$ cat config.mk
export PLATFORM = sky130hd
export DESIGN_NAME = mac_unit_flat
export DESIGN_NICKNAME = d
export VERILOG_FILES = /design/src/rtl/mm_pkg.sv /design/src/rtl/mac_unit_if.sv /design/src/rtl/mac_unit_datapath.sv /design/src/rtl/mac_unit.sv /design/src/flat_wrapper.sv
export SDC_FILE = /design/constraint.sdc
export NUM_CORES = 1
export LEC_CHECK = 0
export ABC_AREA = 1
export CAP_MARGIN = 20
export CORE_UTILIZATION = 40
export CTS_CLUSTER_DIAMETER = 150
export DETAILED_ROUTE_END_ITERATION = 12
export PLACE_DENSITY = 0.69
export SYNTH_ARGS = -nofsm -noshare
export SYNTH_HDL_FRONTEND = slang
export SYNTH_SLANG_ARGS = --single-unit
$ cat constraint.sdc
create_clock -name clk -period 4.7 [get_ports clk]
set_input_delay 0.705 -clock clk [delete_from_list [all_inputs] [get_ports clk]]
set_output_delay 0.705 -clock clk [all_outputs]
set_load 0.02 [all_outputs]
$ cat src/rtl/mm_pkg.sv
// Shared definitions for the single-core matrix-multiplier datapath.
// Holds the default operand/accumulator/counter widths and the 2-bit
// state encoding used by the MAC controller.
package mm_pkg;

  localparam int DATA_WIDTH_DEF = 8;
  localparam int ACC_WIDTH_DEF  = 24;
  localparam int CNT_WIDTH_DEF  = 10;

  localparam logic [1:0] ST_IDLE  = 2'd0;
  localparam logic [1:0] ST_ACCUM = 2'd1;
  localparam logic [1:0] ST_DONE  = 2'd2;

endpackage

$ cat src/rtl/mac_unit_if.sv
// Bus between the operand/control side and the MAC unit.
//   start, len        : job request and dot-product length
//   a_in, b_in        : operand pair from the A/B operand registers
//   in_valid/in_ready : per-pair handshake
//   acc_out, done     : result and one-cycle completion pulse
//   busy, overflow    : job-in-progress flag and sticky wrap flag
// master = the side issuing jobs and operands, slave = the MAC unit.
interface mac_unit_if
  import mm_pkg::*;
#(
  parameter int DATA_WIDTH = DATA_WIDTH_DEF,
  parameter int ACC_WIDTH  = ACC_WIDTH_DEF,
  parameter int CNT_WIDTH  = CNT_WIDTH_DEF
) ();

  logic                  start;
  logic [CNT_WIDTH-1:0]  len;
  logic [DATA_WIDTH-1:0] a_in;
  logic [DATA_WIDTH-1:0] b_in;
  logic                  in_valid;
  logic                  in_ready;
  logic [ACC_WIDTH-1:0]  acc_out;
  logic                  done;
  logic                  busy;
  logic                  overflow;

  modport master (
    output start, len, a_in, b_in, in_valid,
    input  in_ready, acc_out, done, busy, overflow
  );

  modport slave (
    input  start, len, a_in, b_in, in_valid,
    output in_ready, acc_out, done, busy, overflow
  );

endinterface

$ cat src/rtl/mac_unit_datapath.sv
// mac_datapath: unsigned multiply-accumulate with a sticky wrap flag.
//   clk, rst : clock and synchronous active-high reset
//   clear    : zero the accumulator and overflow flag (new job)
//   en       : add a*b into the accumulator this cycle
//   a, b     : unsigned operands
//   acc      : accumulator value (wraps modulo 2^ACC_WIDTH)
//   ovf      : set when any accumulation carried out of ACC_WIDTH bits
module mac_datapath
  import mm_pkg::*;
#(
  parameter int DATA_WIDTH = DATA_WIDTH_DEF,
  parameter int ACC_WIDTH  = ACC_WIDTH_DEF
) (
  input  logic                  clk,
  input  logic                  rst,
  input  logic                  clear,
  input  logic                  en,
  input  logic [DATA_WIDTH-1:0] a,
  input  logic [DATA_WIDTH-1:0] b,
  output logic [ACC_WIDTH-1:0]  acc,
  output logic                  ovf
);

  logic [2*DATA_WIDTH-1:0] prod;
  logic [ACC_WIDTH:0]      sum;
  logic [ACC_WIDTH-1:0]    acc_d, acc_q;
  logic                    ovf_d, ovf_q;

  always_comb begin
    prod = a * b;
    // One extra bit so the carry out of the accumulator is observable.
    sum  = {1'b0, acc_q} + (ACC_WIDTH+1)'(prod);

    acc_d = acc_q;
    ovf_d = ovf_q;
    if (clear) begin
      acc_d = '0;
      ovf_d = 1'b0;
    end else if (en) begin
      acc_d = sum[ACC_WIDTH-1:0];
      if (sum[ACC_WIDTH]) ovf_d = 1'b1;
    end
  end

  always_ff @(posedge clk) begin
    if (rst) begin
      acc_q <= '0;
      ovf_q <= 1'b0;
    end else begin
      acc_q <= acc_d;
      ovf_q <= ovf_d;
    end
  end

  assign acc = acc_q;
  assign ovf = ovf_q;

endmodule

$ cat src/rtl/mac_unit.sv
// mac_unit: dot-product accumulator for one output matrix element.
//   clk, rst : clock and synchronous active-high reset
//   bus      : mac_unit_if.slave carrying start/len, the a_in/b_in pair
//              with in_valid/in_ready handshake, and acc_out, done,
//              busy, overflow back to write-back logic.
// Controller flow IDLE -> ACCUM -> DONE -> IDLE; a zero-length job goes
// straight from IDLE to DONE with a zero result.
module mac_unit
  import mm_pkg::*;
#(
  parameter int DATA_WIDTH = DATA_WIDTH_DEF,
  parameter int ACC_WIDTH  = ACC_WIDTH_DEF,
  parameter int CNT_WIDTH  = CNT_WIDTH_DEF
) (
  input logic       clk,
  input logic       rst,
  mac_unit_if.slave bus
);

  logic [1:0]           state_d, state_q;
  logic [CNT_WIDTH-1:0] len_d, len_q;
  logic [CNT_WIDTH-1:0] count_d, count_q;
  logic                 in_ready;
  logic                 consume;
  logic                 dp_clear;
  logic                 dp_en;
  logic [ACC_WIDTH-1:0] acc;
  logic                 ovf;

  assign in_ready = (state_q == ST_ACCUM);
  assign consume  = bus.in_valid && in_ready;

  always_comb begin
    state_d  = state_q;
    len_d    = len_q;
    count_d  = count_q;
    dp_clear = 1'b0;
    dp_en    = 1'b0;
    case (state_q)
      ST_IDLE: begin
        if (bus.start) begin
          dp_clear = 1'b1;
          count_d  = '0;
          if (bus.len != '0) begin
            len_d   = bus.len;
            state_d = ST_ACCUM;
          end else begin
            state_d = ST_DONE;
          end
        end
      end
      ST_ACCUM: begin
        if (consume) begin
          dp_en   = 1'b1;
          count_d = count_q + CNT_WIDTH'(1);
          if (count_q == len_q - CNT_WIDTH'(1)) state_d = ST_DONE;
        end
      end
      ST_DONE: state_d = ST_IDLE;
      default: state_d = ST_IDLE;
    endcase
  end

  always_ff @(posedge clk) begin
    if (rst) begin
      state_q <= ST_IDLE;
      len_q   <= '0;
      count_q <= '0;
    end else begin
      state_q <= state_d;
      len_q   <= len_d;
      count_q <= count_d;
    end
  end

  mac_datapath #(
    .DATA_WIDTH (DATA_WIDTH),
    .ACC_WIDTH  (ACC_WIDTH)
  ) u_datapath (
    .clk   (clk),
    .rst   (rst),
    .clear (dp_clear),
    .en    (dp_en),
    .a     (bus.a_in),
    .b     (bus.b_in),
    .acc   (acc),
    .ovf   (ovf)
  );

  assign bus.in_ready = in_ready;
  assign bus.acc_out  = acc;
  assign bus.overflow = ovf;
  assign bus.done     = (state_q == ST_DONE);
  assign bus.busy     = (state_q == ST_ACCUM) || (state_q == ST_DONE);

endmodule

$ cat src/flat_wrapper.sv
// flat-port wrapper written by rule: the top's interface ports become plain ports
module mac_unit_flat import mm_pkg::*;
#(
  parameter int DATA_WIDTH = DATA_WIDTH_DEF,
  parameter int ACC_WIDTH  = ACC_WIDTH_DEF,
  parameter int CNT_WIDTH  = CNT_WIDTH_DEF
)
  (clk, rst, bus_start, bus_len, bus_a_in, bus_b_in, bus_in_valid, bus_in_ready, bus_acc_out, bus_done, bus_busy, bus_overflow);
  mac_unit_if #(.DATA_WIDTH(DATA_WIDTH), .ACC_WIDTH(ACC_WIDTH), .CNT_WIDTH(CNT_WIDTH)) bus_i ();
  input logic clk;
  input logic rst;
  input wire logic [$bits(bus_i.start)-1:0] bus_start;
  input wire logic [$bits(bus_i.len)-1:0] bus_len;
  input wire logic [$bits(bus_i.a_in)-1:0] bus_a_in;
  input wire logic [$bits(bus_i.b_in)-1:0] bus_b_in;
  input wire logic [$bits(bus_i.in_valid)-1:0] bus_in_valid;
  output wire logic [$bits(bus_i.in_ready)-1:0] bus_in_ready;
  output wire logic [$bits(bus_i.acc_out)-1:0] bus_acc_out;
  output wire logic [$bits(bus_i.done)-1:0] bus_done;
  output wire logic [$bits(bus_i.busy)-1:0] bus_busy;
  output wire logic [$bits(bus_i.overflow)-1:0] bus_overflow;
  assign bus_i.start = bus_start;
  assign bus_i.len = bus_len;
  assign bus_i.a_in = bus_a_in;
  assign bus_i.b_in = bus_b_in;
  assign bus_i.in_valid = bus_in_valid;
  assign bus_in_ready = bus_i.in_ready;
  assign bus_acc_out = bus_i.acc_out;
  assign bus_done = bus_i.done;
  assign bus_busy = bus_i.busy;
  assign bus_overflow = bus_i.overflow;
  mac_unit #(.DATA_WIDTH(DATA_WIDTH), .ACC_WIDTH(ACC_WIDTH), .CNT_WIDTH(CNT_WIDTH)) u_core (.clk(clk), .rst(rst), .bus(bus_i));
endmodule
Word-level counts from Yosys, hierarchy flattened
Cells that the tools add are included.
- add/sub/neg operators: 3
- multipliers: 1
- equality and inequality tests: 6
- muxes and demuxes: 12
- reduce and logical (&&, ||, !) cells: 10
- operators by type and width (operator ; count):
    $add 24x16->25 ; 1
    $mux 10 ; 2
    $pmux 10 s2 ; 1
    $mul 8x8->16 ; 1
    $add 10x1->10 const B ; 1
    $eq 10x10->1 ; 1
    $reduce_bool 10->1 ; 1
    $sub 10x1->10 const B ; 1
    $reduce_and 3->1 ; 3
    $mux 2 ; 4
    $ne 2x2->1 const B ; 3
    $mux 1 ; 4
    $pmux 2 s2 ; 1
    $eq 2x1->1 const B ; 1
    $eq 2x2->1 const B ; 1
    $logic_not 2->1 ; 1
    $reduce_and 2->1 ; 1
    $reduce_bool 2->1 ; 1
    $reduce_or 2->1 ; 1
    $logic_and 1x1->1 ; 1
    $logic_or 1x1->1 ; 1
- bits in registers: 47
- input port bits: 30
- output and inout bits: 28
- word-level logic and storage cells: 37

Logic depth before layout (Yosys ltp)
- depth after elaboration: 5
- gate-level depth with buffers: 24
- depth with buffers taken out: 23

Modules after synthesis
A second synthesis with hierarchy kept.
- cell total of the unflattened synthesis: 806
- area total of the unflattened synthesis: 5397.7 µm²
- modules (own cells, without submodules) (module ; instances ; cells each ; area an instance (µm²) ; sequential area each (µm²)):
    mac_datapath ; 1 ; 586 ; 4007.6 ; 500.5
    mac_unit ; 1 ; 220 ; 1390.1 ; 440.4

Worst setup path before layout
No wires, ideal clock.
- path type: input -> register
- start point: input port bus_a_in[5]
- end point: register u_core.u_datapath.acc_q[17] (netlist: u_core.u_datapath.acc[17])
- arrival time: 4361 ps
- data required time: 4591 ps
- setup slack: 230 ps
- stages: 22
- cells stage by stage: clkbuf_1 > nand2_1 > fa_1 > inv_1 > fa_1 > fa_1 > inv_1 > fa_1 > inv_1 > ha_1 > nand2_1 > inv_1 > nand2_1 > nand2_1 > nand2_1 > nand2_1 > nor2_1 > o21ai_1 > xnor2_1 > nand2_1 > nand2_1 > inv_1
- word-level cells in the longest chain between the ends: 2
- ends and longest elaborated chain (what ; RTL line ; RTL):
    from (decl) ; flat_wrapper.sv:14 ; input wire logic [$bits(bus_i.a_in)-1:0] bus_a_in;
    $mul 8x8->16 ; mac_unit_datapath.sv:30 ; prod = a * b;
    $add 24x16->25 ; mac_unit_datapath.sv:32 ; sum = {1'b0, acc_q} + (ACC_WIDTH+1)'(prod);
    to (signal assigned) ; mac_unit_datapath.sv:47 ; acc_q <= '0;
    to (signal assigned) ; mac_unit_datapath.sv:50 ; acc_q <= acc_d;
    to (decl) ; mac_unit_datapath.sv:26 ; logic [ACC_WIDTH-1:0] acc_d, acc_q;
Every way passes these cells.
A chain may end at the register's enable or synchronous reset.

Worst setup path in the final report
- start point: input port bus_a_in[5]
- end point: register u_core.u_datapath.ovf_q (netlist: u_core.u_datapath.ovf)
- word-level cells in the longest chain between the ends: 3
- ends and longest elaborated chain (what ; RTL line ; RTL):
    $mul 8x8->16 ; mac_unit_datapath.sv:30 ;
    $add 24x16->25 ; mac_unit_datapath.sv:32 ;
    $reduce_and 2->1 (no source line) ; -- ;
    to (signal assigned) ; mac_unit_datapath.sv:51 ; ovf_q <= ovf_d;
    to (decl) ; mac_unit_datapath.sv:27 ; logic ovf_d, ovf_q;
Every way passes these cells.

==> results.yml <==
synthesis:
  synthTopCellsByArea: "fa_1 (20%), dfxtp_1 (18%), inv_1 (13%)"
  synth_edf_count: 0
  yosysWarnings: 0
  yosysUniqueCellTypes: 36
  netlist_instances: 734
  synth-seq-cells: 47
  syn-cell-area_mm2: 0.00509
  synth_top_area_share_pct: 19.7
  synth_area_leader_cell: "fa_1"
  seq_area_frac_synth_pct: 18.5
  async_reset_ff_share_pct: 0
  synth_ff_type: "dfxtp_1"
  synth.avg_cell_area_um2: 6.93
  syn_nets: 860
global_route:
  grt_use_total_pct: 18.4
  grt.overflow.total: 0
  grt_pass1_vias: 4380
  grt_max_degree: 24
  antenna_found_initial: 0
  grt_pass1_wl_um: 19400
layout:
  layout.nets: 944
  antennaDiodeCount: 0
  area_delta_synth_final_pct: 27.9
  layout-drive-gt1-share_pct: 13.9
  stdcell_count: 987
floorplanning:
  initial_core_util_pct: 41.7
  dieArea_mm2: 0.0132
  fp.dieH_um: 115
  die_w_um: 115
  rows: 40
  core_mm2: 0.0122
  io-pin-count: 58
sta:
  report.final.slew_viol_count: 0
  rsz0062_at_grt: "true"
  worst-slew-pin-transition_ps: 885
  setup-violations-final: 0
  finalHoldViolCount: 0
  period_share_pct: 97.3
  max_freq_ghz: 0.219
  slew_headroom_pct: 40.8
  skew_ps: 11.6
  setup_ws_ps: 128
  fin_crit_ps: 4570
run_status:
  status: "completed"
clocking:
  clock_path_buffers: 2
  cts_buffers: 5
  clock-root-buffer: "clkbuf_16"
  holdBufCountCts: 0
  htree_levels: 2
  insertion_delay_ps: 290
  cts.sinks: 47
  clkTransAtPathRegs_ps: 80
  cts_tree: "yes"
worst_setup_path:
  cp-end-kind: "flop"
  crit_chain: "clkdlybuf4s50_1 -> buf_6 -> nand2_1 -> inv_1 -> fa_1 -> fa_1 -> inv_1 -> fa_1 -> fa_1 -> inv_1 -> ha_4 -> a21oi_2 -> o21ai_0 -> a21oi_1 -> nand2_2 -> nand4_1 -> a21oi_1"
  cp-start-kind: "input pin"
  crit_fanout: 8
  required_ps: 4920
  cpPeakStageDelay_ps: 540
  cp_slowest_cell: "fa_1"
  worst_path_most_repeated_cell: "fa_1"
  path_class: "input pin to flop"
  cp.arrival_ps: 4790
power:
  p_leak_nw: 3.39
  p_total_w: 0.00238
  ir_drop_uv: 283
  power_density_mw_per_mm2: 365
min_path:
  hold_path.class: "flop to flop"
detailed_routing:
  wl_per_cell_um: 11.6
  routed-via-count: 4545
  drc: 0
  first_pass_iters: 4
  drt_iter0_markers: 219
  drt-total-wl_um: 11500
  via_per_inst: 4.60
  postRouteAntennaNets: 0
flow_run:
  drv_cap: 0
placement:
  port_buffers: 57
  place.gp.congestion: 0.838
  dp_worst_setup_slack_ps: -397
  dp.cells: 976
  hpwl_um: 9230
timing repair:
item / 4_1_cts / 5_1_grt
endpoints found under the setup margin: 12 / 16
setup buffers: 0 / 3
gates resized for setup: 12 / 50
pin swaps: 2 / 30
power breakdown:
group,total [W],internal [W],leakage (nW),switching [W]
registers,0.000441,0.000420,0.382,0.0000206
logic,0.00156,0.000750,2.94,0.000807
clock network,0.000379,0.000213,0.0731,0.000166
total,0.00238,0.00138,3.39,0.000994
layout make-up:
type	count	area, µm²
clock buffer	6	139
clock inverter	2	16.3
fill	1221	5700
inverter	184	691
multi-input combinational	479	3600
sequential	47	941
tap	168	210
timing repair buffer	101	908
through the flow:
stage / cell area, µm² / util, % / TNS, ps / hold slack (ps)
after floorplan: 5090 / - / 0 / 450
after global placement: 6080 / 49.8 / -4640 / 451
after detailed placement: 6080 / 49.8 / -5200 / 444
after CTS: 6260 / 51.3 / 0 / 464
after global routing: 6510 / 53.3 / -124 / 490
final: 6510 / 53.3 / 0 / 468
layer usage:
metal	track usage [%]	up-vias	part of all wire, %	wire length (µm)
met4	4.85	0	1.6	185
met2	29.1	79	45	5140
li1	-	2371	-	-
met3	2.32	17	3.3	382
met5	0	-	0	0
met1	26.4	2078	50	5790
placed cells by master, fill, tap and decap left out, drive strengths merged:
master / synthesis / final
inv: 182 / 182
nand2: 159 / 159
nor2: 69 / 69
a21oi: 51 / 51
fa: 50 / 50
dfxtp: 47 / 47
ha: 46 / 46
clkdlybuf4s50: 0 / 45
buf: 4 / 44
o21ai: 41 / 41
nand3: 27 / 27
xor2: 8 / 8
dlygate4sd2: 0 / 8
xnor2: 6 / 6
clkbuf: 20 / 6
nor3: 5 / 5
dlymetal6s2s: 0 / 4
nand4: 3 / 3
a21o: 3 / 3
clkinv: 2 / 3
o21bai: 2 / 2
nor3b: 2 / 2
a211oi: 1 / 1
o211ai: 1 / 1
a31oi: 1 / 1
nor4: 1 / 1
nand3b: 1 / 1
and2: 1 / 1
or2: 1 / 1
clkinvlp: 0 / 1
cell families (layout without fill, tap and decap cells):
family	after synthesis	count (layout)	share of synthesized area [%]
xor+xnor	14	14	2.41
simple gates	269	269	22.2
flops	47	47	18.5
buf+inv	208	293	15.4
fa+ha+maj	96	96	31.0
compound gates	100	100	10.5
flip-flops by register name, indices dropped and copies added, names as in the netlist:
register               cells
u_core.state_q             2
u_core.len_q              10
u_core.u_datapath.ovf      1
u_core.u_datapath.acc     24
u_core.count_q            10
cells in the mapped netlist (2+ instances only):
| master | n |
|---|---|
| a21o_1 | 3 |
| a21oi_1 | 49 |
| a21oi_2 | 2 |
| buf_2 | 3 |
| clkbuf_1 | 20 |
| clkinv_1 | 2 |
| dfxtp_1 | 47 |
| fa_1 | 50 |
| ha_1 | 46 |
| inv_1 | 177 |
| inv_2 | 5 |
| nand2_1 | 154 |
| nand2_2 | 5 |
| nand3_1 | 27 |
| nand4_1 | 3 |
| nor2_1 | 63 |
| nor2_2 | 4 |
| nor2_4 | 2 |
| nor3_1 | 4 |
| o21ai_0 | 34 |
| o21ai_1 | 5 |
| o21ai_2 | 2 |
| o21bai_1 | 2 |
| xnor2_1 | 6 |
| xor2_1 | 8 |
worst max-delay path, delay by kind of cell:
family / cells / cell delay [ps]
compound gates: 4 / 700
buf+inv: 5 / 790
fa+ha+maj: 5 / 2260
simple gates: 3 / 320
worst paths after layout:
check                                              start                         to  slack [ps]  cells after the start
worst min-delay path               u_core.u_datapath.ovf      u_core.u_datapath.ovf         470                      2
worst max register to register  u_core.u_datapath.acc[6]  u_core.u_datapath.acc[21]         770                     18
worst max-delay path                         bus_a_in[5]      u_core.u_datapath.ovf         130                     17
worst min register to register     u_core.u_datapath.ovf      u_core.u_datapath.ovf         470                      2
(Power assumes the default switching activity.)
